## config.mk

```make
export PLATFORM = sky130hd
export DESIGN_NAME = wr_bank_ctrl_flat
export DESIGN_NICKNAME = d
export VERILOG_FILES = /design/src/rtl/wr_bank_ctrl_if.sv /design/src/rtl/wr_bank_ctrl.sv /design/src/flat_wrapper.sv
export SDC_FILE = /design/constraint.sdc
export NUM_CORES = 1
export LEC_CHECK = 0
export CELL_PAD_IN_SITES_DETAIL_PLACEMENT = 1
export CELL_PAD_IN_SITES_GLOBAL_PLACEMENT = 2
export CORE_ASPECT_RATIO = 1.5
export CORE_MARGIN = 4
export CORE_UTILIZATION = 27
export CTS_CLUSTER_DIAMETER = 50
export DETAILED_ROUTE_END_ITERATION = 7
export GPL_ROUTABILITY_DRIVEN = 0
export GPL_TIMING_DRIVEN = 0
export PLACE_DENSITY = 0.89
export SETUP_SLACK_MARGIN = 0.05
export SYNTH_ARGS = -nofsm -noshare
export SYNTH_HDL_FRONTEND = slang
export SYNTH_SLANG_ARGS = --single-unit
```

## constraint.sdc

```tcl
create_clock -name clk -period 4 [get_ports clk]
set_input_delay 0.4 -clock clk [delete_from_list [all_inputs] [get_ports clk]]
set_output_delay 0.4 -clock clk [all_outputs]
set_load 0.005 [all_outputs]
```

## src/rtl/wr_bank_ctrl_if.sv

```systemverilog
// wr_bank_ctrl_if: entry handshake, bank free/lock and bank RAM write bus of the reorder FIFO write side
interface wr_bank_ctrl_if #(
  parameter int DEPTH = 8,
  parameter int DW = 32,
  parameter int TW = $clog2(DEPTH)
);
  logic in_valid;
  logic [TW-1:0] in_tag;
  logic [DW-1:0] in_data;
  logic in_ready;
  logic mem0_free;
  logic mem1_free;
  logic mem0_lock;
  logic mem1_lock;
  logic mem_we;
  logic mem_sel;
  logic [TW-1:0] mem_waddr;
  logic [DW-1:0] mem_wdata;
  logic dup_err;
  modport master (
    output in_valid, in_tag, in_data, mem0_free, mem1_free,
    input in_ready, mem0_lock, mem1_lock, mem_we, mem_sel, mem_waddr, mem_wdata, dup_err
  );
  modport slave (
    input in_valid, in_tag, in_data, mem0_free, mem1_free,
    output in_ready, mem0_lock, mem1_lock, mem_we, mem_sel, mem_waddr, mem_wdata, dup_err
  );
endinterface

```

## src/rtl/wr_bank_ctrl.sv

```systemverilog
// wr_bank_ctrl: double-buffered reorder FIFO write side; WR_DUP_CHECK_EN drops duplicate-tag accepts and pulses dup_err
module wr_bank_ctrl #(
  parameter int DEPTH = 8,
  parameter int DW = 32,
  parameter int TW = $clog2(DEPTH)
) (
  input logic clk,
  input logic rst,
  wr_bank_ctrl_if.slave bus
);
  typedef enum logic [2:0] {WR0 = 3'b001, WR1 = 3'b010, WRWAIT = 3'b100} state_t;
  state_t state, state_n;
  logic [1:0][DEPTH-1:0] bm, bm_n;
  logic [1:0] lock, lock_n, free;
  logic [DEPTH-1:0] hot, fill;
  logic act, acc, done, wr;
  logic we_q, sel_q;
  logic [TW-1:0] waddr_q;
  logic [DW-1:0] wdata_q;
`ifdef WR_DUP_CHECK_EN
  logic dup, err_q;
  assign dup = bm[act][bus.in_tag];
  assign wr = acc && !dup;
  assign bus.dup_err = err_q;
`else
  assign wr = acc;
  assign bus.dup_err = 1'b0;
`endif
  assign bus.in_ready = state != WRWAIT;
  assign bus.mem0_lock = lock[0];
  assign bus.mem1_lock = lock[1];
  assign bus.mem_we = we_q;
  assign bus.mem_sel = sel_q;
  assign bus.mem_waddr = waddr_q;
  assign bus.mem_wdata = wdata_q;
  always_comb begin
    free = {bus.mem1_free, bus.mem0_free};
    act = state == WR1;
    acc = bus.in_valid && state != WRWAIT;
    hot = acc ? DEPTH'(1) << bus.in_tag : '0;
    fill = bm[act] | hot;
    done = acc && &fill;
    bm_n = bm;
    for (int i = 0; i < 2; i++) bm_n[i] = (lock[i] && free[i]) ? '0 : bm[i];
    if (acc) bm_n[act] = fill;
    lock_n = lock & ~free;
    if (done) lock_n[act] = 1'b1;
    state_n = state == WRWAIT ? (free[0] ? WR0 : free[1] ? WR1 : WRWAIT)
            : !done ? state
            : (!lock[~act] || free[~act]) ? (act ? WR0 : WR1) : WRWAIT;
  end
  always_ff @(posedge clk) begin
    if (rst) begin
      state <= WR0;
      bm <= '0;
      lock <= '0;
      we_q <= 1'b0;
      sel_q <= 1'b0;
      waddr_q <= '0;
      wdata_q <= '0;
`ifdef WR_DUP_CHECK_EN
      err_q <= 1'b0;
`endif
    end else begin
      state <= state_n;
      bm <= bm_n;
      lock <= lock_n;
      we_q <= wr;
`ifdef WR_DUP_CHECK_EN
      err_q <= acc && dup;
`endif
      if (acc) begin
        sel_q <= act;
        waddr_q <= bus.in_tag;
        wdata_q <= bus.in_data;
      end
    end
  end
endmodule

```

## src/flat_wrapper.sv

```systemverilog
// flat-port wrapper written by rule: the top's interface ports become plain ports
module wr_bank_ctrl_flat 
#(
  parameter int DEPTH = 8,
  parameter int DW = 32,
  parameter int TW = $clog2(DEPTH)
)
  (clk, rst, bus_in_valid, bus_in_tag, bus_in_data, bus_mem0_free, bus_mem1_free, bus_in_ready, bus_mem0_lock, bus_mem1_lock, bus_mem_we, bus_mem_sel, bus_mem_waddr, bus_mem_wdata, bus_dup_err);
  wr_bank_ctrl_if #(.DEPTH(DEPTH), .DW(DW), .TW(TW)) bus_i ();
  input logic clk;
  input logic rst;
  input wire logic [$bits(bus_i.in_valid)-1:0] bus_in_valid;
  input wire logic [$bits(bus_i.in_tag)-1:0] bus_in_tag;
  input wire logic [$bits(bus_i.in_data)-1:0] bus_in_data;
  input wire logic [$bits(bus_i.mem0_free)-1:0] bus_mem0_free;
  input wire logic [$bits(bus_i.mem1_free)-1:0] bus_mem1_free;
  output wire logic [$bits(bus_i.in_ready)-1:0] bus_in_ready;
  output wire logic [$bits(bus_i.mem0_lock)-1:0] bus_mem0_lock;
  output wire logic [$bits(bus_i.mem1_lock)-1:0] bus_mem1_lock;
  output wire logic [$bits(bus_i.mem_we)-1:0] bus_mem_we;
  output wire logic [$bits(bus_i.mem_sel)-1:0] bus_mem_sel;
  output wire logic [$bits(bus_i.mem_waddr)-1:0] bus_mem_waddr;
  output wire logic [$bits(bus_i.mem_wdata)-1:0] bus_mem_wdata;
  output wire logic [$bits(bus_i.dup_err)-1:0] bus_dup_err;
  assign bus_i.in_valid = bus_in_valid;
  assign bus_i.in_tag = bus_in_tag;
  assign bus_i.in_data = bus_in_data;
  assign bus_i.mem0_free = bus_mem0_free;
  assign bus_i.mem1_free = bus_mem1_free;
  assign bus_in_ready = bus_i.in_ready;
  assign bus_mem0_lock = bus_i.mem0_lock;
  assign bus_mem1_lock = bus_i.mem1_lock;
  assign bus_mem_we = bus_i.mem_we;
  assign bus_mem_sel = bus_i.mem_sel;
  assign bus_mem_waddr = bus_i.mem_waddr;
  assign bus_mem_wdata = bus_i.mem_wdata;
  assign bus_dup_err = bus_i.dup_err;
  wr_bank_ctrl #(.DEPTH(DEPTH), .DW(DW), .TW(TW)) u_core (.clk(clk), .rst(rst), .bus(bus_i));
endmodule
```

Yosys cells after proc, flatten, opt, wreduce, memory -nomap -nowiden
Cells that the tools add are included.

word-level totals
  flip-flop bits (word level) = 58
  input port bits = 40
  output and inout port bits = 41
  logic and storage cells = 51

cells by class
  magnitude comparators = 3
  equal/unequal tests = 3
  shift-type cells = 1
  muxes and demuxes = 22
  bitwise gates (word level) = 5
  reductions and logical operators = 9

operator list
  kind                   count
  $mux W8                6
  $bwmux W16             1
  $mux W16               1
  $mux W3                5
  $demux W8 S1           1
  $or A8 B8 Y8           1
  $reduce_and A8 Y1      1
  $shl A1 B3 Y8 const A  1
  $logic_and A1 B1 Y1    5
  $mux W1                5
  $lt A1 B2 Y1 const B   2
  $mux W2                2
  $eq A3 B2 Y1 const B   1
  $eq A3 B3 Y1 const B   1
  $ne A3 B3 Y1 const B   1
  $and A2 B2 Y2          1
  $not A2 Y2             1
  $or A2 B2 Y2           1
  $reduce_bool A2 Y1     1
  $demux W1 S1           1
  $ge A1 B1 Y1 const B   1
  $logic_not A1 Y1       1
  $logic_or A1 B1 Y1     1
  $not A1 Y1             1

Logic depth before layout (Yosys ltp)
Gate-level depths: netlist (run 1).

  depth in word-level cells = 9
  depth in mapped cells = 8
  gate-level depth less buffers = 7

Worst setup path before layout (run 1)
Ideal clock, no wire load.

  path kind = register to register
  start = register u_core.state[1]
  end = register u_core.state[0]
  library setup time = 0.127 ns
  arrival = 1.908 ns
  required time = 3.873 ns
  path slack = 1.965 ns
  cell stages (with the launch flop) = 8
  buffers on the path = 1
  period minus slack after synthesis = 2.035 ns
  cells stage by stage = dfxtp_1 > or3b_1 > buf_2 > mux2_4 > a32o_1 > and4bb_4 > and3_1 > o211ai_1

on the way
  word-level cells in the longest chain between the ends = 8
  elaborated cells between the ends (all ways) = 21
  classes of those cells = eq/ne (3); mux (11); bitwise (1); reduce/logical (6)

ends and longest elaborated chain
  what                                         line                source
  start: declaration                           wr_bank_ctrl.sv:12  state_t state, state_n;
  start signal: assignment                     wr_bank_ctrl.sv:65  state <= state_n;
  $eq A3 B2 Y1                                 wr_bank_ctrl.sv:38  act = state == WR1;
  $mux W1 (implied by the code) (2 in series)  wr_bank_ctrl.sv:50  : (!lock[~act] || free[~act]) ? (act ? WR0 : WR1) : WRWAIT;
  $logic_not A1 Y1                             wr_bank_ctrl.sv:50
  $logic_or A1 B1 Y1                           wr_bank_ctrl.sv:50
  $mux W3                                      wr_bank_ctrl.sv:50
  $mux W3                                      wr_bank_ctrl.sv:49  : !done ? state
  $mux W3                                      wr_bank_ctrl.sv:48  state_n = state == WRWAIT ? (free[0] ? WR0 : free[1] ? WR1 : WRWAIT)

Several ways; a longest one is shown, not always the timed one. The select of a mux whose other input is x is not followed.
A chain may end at the register's enable or synchronous reset.

Worst setup path after layout (run 1)
  start = register u_core.state[2]
  end = register u_core.wdata_q[18], in the netlist u_core.bus.mem_wdata[18]

on the way
  word-level cells in the longest chain between the ends = 2

ends and longest elaborated chain
  what                    line                source
  $ne A3 B3 Y1            wr_bank_ctrl.sv:39  acc = bus.in_valid && state != WRWAIT;
  $logic_and A1 B1 Y1     wr_bank_ctrl.sv:39
  end signal: assignment  wr_bank_ctrl.sv:75  wdata_q <= bus.in_data;
  end: declaration        wr_bank_ctrl.sv:19  logic [DW-1:0] wdata_q;

No other way between the ends.

==> run metrics, run 1 <==
status=finished clean; vias in the first global route=2,835; Worst path slowest cell=clkbuf_1; top cells by count, synth=nand2_1 (89), dfxtp_1 (58), a21oi_1 (47), clkbuf_1 (17); P&R area growth vs syn=48.01%; FP Rows=42; initial antenna violation count=0; area share of the largest cell type after synthesis=0.4685; Levels on crit path=7; # hold bufs at CTS=0; top post-synthesis cells by area=dfxtp_1 (47%), nand2_1 (13%), a21oi_1 (9.5%), mux2i_1 (2.8%), nand3_1 (2.8%); Yosys top cell by area=dfxtp_1; TritonCTS buffer count=9; WHS Path Cells=2; Synth Register Bits=58; placed inst area=roughly 3400 um^2; port bufs=between 70 and 80; Die Ht=125.3 um; post_cts resized=0; Starting DRT DRC Count=around 110; Final Hold Slack=approximately 450 ps; final net count=around 440; first-pass GRT wire length=14,100 um; CTS tree=yes; vias per cell=5.057; critical path fanouts, max=10; CP Data Arrival Time=~2700 ps; Worst-Skew Late Latency=330 ps; post-synth cell types=43; Initial Util=0.2791; synthesized area=roughly 2500 um^2; worst r2r path cells=7; most frequent cell after synthesis=nand2_1; routed vias=between 2,000 and 3,000; DPL Wire Length=between 6000 and 7000 um; Hold Violations, Final=0; CP max stage delay=460 ps; FMAX=411.2 MHz; Top Family by Delay on Critical Path=buffers and inverters; Max Transition Viols Final=0; CP Launch Type=register; Top FF cell, synth=dfxtp_1; Post-CTS Setup Bufs=0; worst slew pin tran=about 1000 ps; final WL=about 8500 um; CP Class=reg2reg; RSZ-0062 raised after global routing=no; CTS Sinks=between 50 and 60; DRC violations left=0; syn avg cell area=7.996 um^2; Ys Warns=0; cell chain of the critical path=nor3b_2, inv_2, nand2_1, clkbuf_1, clkbuf_1, nand2_1, a21oi_1; Cell Count, Final, Fillers Out=511; Routed Antenna Nets=0; number of detailed-route iterations in the first pass=4; design area=3669 um^2; Setup-failing EPs final=0; drt wl/cell=16.57 um; max cap viols=0; H-tree depth=3; clock skew=4.753 ps; core footprint=around 8900 um^2; Synth async-reset ratio=0; Bufs on Longest Clock Path=2; fin crit period=2432 ps; CP Capture Type=register; clk slew on worst S/H paths=approximately 50 ps; All-Layer GR Usage=0.1648; VDD IR max=roughly 0.24 mV; Post-synth EDFFs=0; cells after synthesis=310; fin crit share=0.6079; largest net degree at the start of global routing=11; WP data required=~4300 ps; Hold Path Class=reg2reg; Slew HR=0.3350; static leakage=1.353 nW; Seq/Total Area, Yosys=0.4685; io pins=slightly above 80; final core occ=0.4131; CTS Root Cell=clkbuf_16; syn nets=350; die area=10,810 um^2; share of cells above drive strength 1=0.06484; power per cell area=between 400 and 500 nW/um^2; TNS Setup=0 ps; Antenna diodes=0; Die Wd=86.23 um; CP Buf/Inv Count=3; Post-Place Cells=roughly 500; total grt overflow=0
-- power breakdown --
group	internal, W	switching (W)
registers	0.000601	0.0000116
clock network	0.000483	0.000259
logic	0.0000847	0.0000710
total	0.00117	0.000341
-- layout by cell type (no fill, tap or decap), drive strengths merged, types with 4 or more instances in the layout --
| cell type | count |
|---|---|
| nand2 | 89 |
| clkdlybuf4s50 | 76 |
| dfxtp | 58 |
| a21oi | 47 |
| clkbuf | 31 |
| nand3 | 14 |
| nor2 | 14 |
| mux2i | 7 |
| a22o | 6 |
| nor3b | 5 |
| o21ai | 5 |
| buf | 4 |
-- registers in the layout, summed over array words and instances, names as in the netlist --
register and flops:
u_core.lock 2, u_core.bus.mem_sel 1, u_core.bus.mem_wdata 32, u_core.bus.mem_waddr 3, u_core.bm 16, u_core.state 3, u_core.bus.mem_we 1
-- through the flow --
step / setup WS [ps] / total power (W)
final: 1568 / 0.001510
after global routing: 1262 / 0.001563
after CTS: 1534 / 0.001527
after detailed placement: 1430 / 0.0007816
after global placement: 1410 / 0.0007794
after floorplan: 1965 / 0.0006800
-- worst reg2reg max path, cell delays in order, from the launching register on --
cell	delay, ps
dfxtp_1	390
nor3b_2	370
inv_2	170
nand2_1	270
clkbuf_1	460
clkbuf_1	430
nand2_1	110
a21oi_1	160
-- logic make-up (layout without fill, tap and decap cells) --
logic type             after synthesis  in the layout  share of synthesized area
multiplexers                         9              9                    0.03887
other                                1              1                   0.001513
AND/OR/NAND/NOR                    138            138                     0.2499
AO/OA/AOI/OAI                       80             80                     0.1999
flip-flops                          58             58                     0.4684
buffers and inverters               24            115                    0.04139
-- path summary, 6_finish.rpt --
kind                            from                       end  slack [ps]
max                  u_core.state[2]  u_core.bus.mem_wdata[18]        1570
min          u_core.bus.mem_wdata[0]   u_core.bus.mem_wdata[0]         450
max reg2reg          u_core.state[2]  u_core.bus.mem_wdata[18]        1570
min reg2reg  u_core.bus.mem_wdata[0]   u_core.bus.mem_wdata[0]         450
-- routing by layer --
metal	vias to the layer above	track usage	wire [um]
met2	58	0.3008	4580
met3	19	0.03818	322
met1	1266	0.1709	3300
li1	1241	-	-
met4	0	0.08440	260
met5	-	0	0
-- layout make-up --
cell class	count	area (um^2)
plain buffers	21	91.34
clock buffers	14	284.0
clock inverters	1	7.507
fillers	1053	5213
inverters	3	11.26
multi-input cells	228	1215
flip-flops and latches	58	1161
well taps	110	137.6
repair buffers	76	760.7
Note: power is estimated with default switching activity, not from simulation.
==> run 2, diff against run 1 <==
Settings changed: CORE_UTILIZATION 27 to 23, PLACE_DENSITY 0.89 to 0.82.
Clock period 4 ns to 2.1 ns, I/O delays scaled along.
==> run 2 against run 1 <==
- setup slack lost 1500 ps
- critical path depth shrank 1
- cell area grew 7.9%
- flip-flop and latch count is the same
- maximum frequency grew 17%
- total power grew 110%
- die area grew 16%
- first-iteration DRC count shrank 1.8%
- clock skew is essentially flat
- cell count grew 8.6%
==> run metrics, run 2 (synthesis gave the netlist of run 1 again) <==
first-pass GRT wire length=13,810 um (-2.1%); worst slew pin tran=640.9 ps (-349.0 ps); total design power=0.003195 W (+110%); final net count=446 (+2.1%); CP max stage delay=440 ps (-20 ps); CP Data Arrival Time=2270 ps (-420 ps); CP Class=reg2reg; Routed Antenna Nets=0 (unchanged); static leakage=1.486 nW (+9.8%); max reg flops=32 (unchanged); CP Capture Type=register; commonest cells after routing, fill and taps aside=nand2_1 (88), clkdlybuf4s50_1 (75), dfxtp_1 (55); final WL=8696 um (+2.7%); Worst-Skew Late Latency=330 ps (about the same); Hold Violations, Final=0 (unchanged); status=finished clean; vias in the first global route=2,788 (-1.7%); max cap viols=0 (unchanged); CTS tree=yes; H-tree depth=3 (unchanged); CTS Root Cell=clkbuf_16; Starting DRT DRC Count=110 (-1.8%); FP Rows=46 (+9.5%); CP Buf/Inv Count=0 (-3); TritonCTS buffer count=9 (unchanged); P&R area growth vs syn=59.72%; CP Launch Type=register; WP data required=2300 ps (-1950 ps); power per cell area=806.9 nW/um^2 (+96%); Top Family by Delay on Critical Path=simple AND/OR/NAND/NOR gates; share of cells above drive strength 1=0.1411 (+0.07628); drt wl/cell=15.67 um (-5.4%); Antenna diodes=0 (unchanged); fin crit share=0.9876 (+0.3797); routed vias=2,537 (-1.8%); Worst path slowest cell=or3b_4; Die Ht=135.1 um (+7.8%); Setup-failing EPs final=0 (unchanged); cell chain of the critical path=or3b_4, mux2_4, a32o_1, and4bb_4, and3_4, o211ai_1; number of detailed-route iterations in the first pass=4 (unchanged); Die Wd=92.76 um (+7.6%); VDD IR max=0.3890 mV (+60%); Max Transition Viols Final=0 (unchanged); Initial Util=0.2353 (-0.04376); Hold Path Class=in2reg; DRC violations left=0 (unchanged); TNS Setup=0 ps (unchanged); # hold bufs at CTS=0 (unchanged); Bufs on Longest Clock Path=2 (unchanged); io pins=81 (unchanged); CTS Sinks=58 (unchanged); FMAX=482.1 MHz (+17%); port bufs=76 (unchanged); clk slew on worst S/H paths=50 ps (about the same); die area=12,540 um^2 (+16%); fin crit period=2074 ps (-357.7 ps); core footprint=10,530 um^2 (+19%); All-Layer GR Usage=0.1417 (-0.02314); initial antenna violation count=0 (unchanged); clock skew=4.413 ps (-0.3406 ps); critical path fanouts, max=4 (-6); vias per cell=4.571 (-9.6%); total grt overflow=0 (unchanged); most common library cell in the layout ignoring fill and taps=nand2_1; RSZ-0062 raised after global routing=yes; DPL Wire Length=6227 um (+0.17%); largest net degree at the start of global routing=11 (unchanged); Slew HR=0.5727 (+0.2377)
[run 2: changes by cell type in the layout (fill, tap and decap cells not counted), moves of 3 or more]
cell	delta
buf_4	+9
bufinv_16	+3
clkbuf_1	-9
clkbuf_2	+6
dfxtp_1	-3
dfxtp_4	+3
nor3b_2	-3
nor3b_4	+3
[run 2: path summary, 6_finish.rpt]
kind	startpoint	end	slack (ps)	cells after the start
worst max-delay path	u_core.state[0]	u_core.state[0]	30	6
worst min-delay path	bus_in_tag[0]	u_core.bus.mem_waddr[0]	320	3
worst max register to register	u_core.state[0]	u_core.state[0]	30	6
worst min register to register	u_core.bus.mem_waddr[1]	u_core.bus.mem_waddr[1]	450	2
[run 2: per-layer routing]
layer | wire (um) | track usage | up-vias | share of wire
met5 | 0 | 0 | - | 0
met1 | 3356 | 0.1465 | 1202 | 0.39
met3 | 349 | 0.03669 | 15 | 0.040
met2 | 4795 | 0.2657 | 57 | 0.55
met4 | 194 | 0.05949 | 0 | 0.022
li1 | - | - | 1263 | -
[run 2: stage by stage]
stage	instance area [um^2]	worst slack, ps	std cells	hold WS, ps	utilization
after floorplan	2479	65.00	310	346.0	-
after global placement	3420	-295.2	530	441.7	0.3247
after detailed placement	3420	-344.7	530	448.9	0.3247
after CTS	3880	-59.03	551	305.3	0.3684
after global routing	3959	-37.92	555	345.7	0.3759
final	3959	25.95	555	322.2	0.3759
[run 2: area by class of cell]
cell class                      instances  area [um^2]
Clock buffer                           11        252.7
Tap cell                              144        180.2
Fill cell                            1243         6574
Clock inverter                          5        100.1
Buffer                                 19        93.84
Sequential cell                        58         1172
Timing Repair Buffer                   87        853.3
Multi-Input combinational cell        228         1295
Inverter                                3        11.26
[run 2: report_power, final]
| group | switching [W] | internal (W) |
|---|---|---|
| logic | 0.000138 | 0.000167 |
| registers | 0.0000231 | 0.00114 |
| clock network | 0.000509 | 0.00122 |
| total | 0.000670 | 0.00252 |
[run 2: worst min-delay path: stages]
cell and delay [ps]:
buf_1 210, nand2_1 120, a21oi_1 60
[run 2: what timing repair did]
action | 4_1_cts | 5_1_grt
endpoints found under the setup margin | 51 | 43
buffers inserted | 5 | 6
gates cloned | 0 | 0
gates resized for setup | 23 | 11
pin swaps | 8 | 5
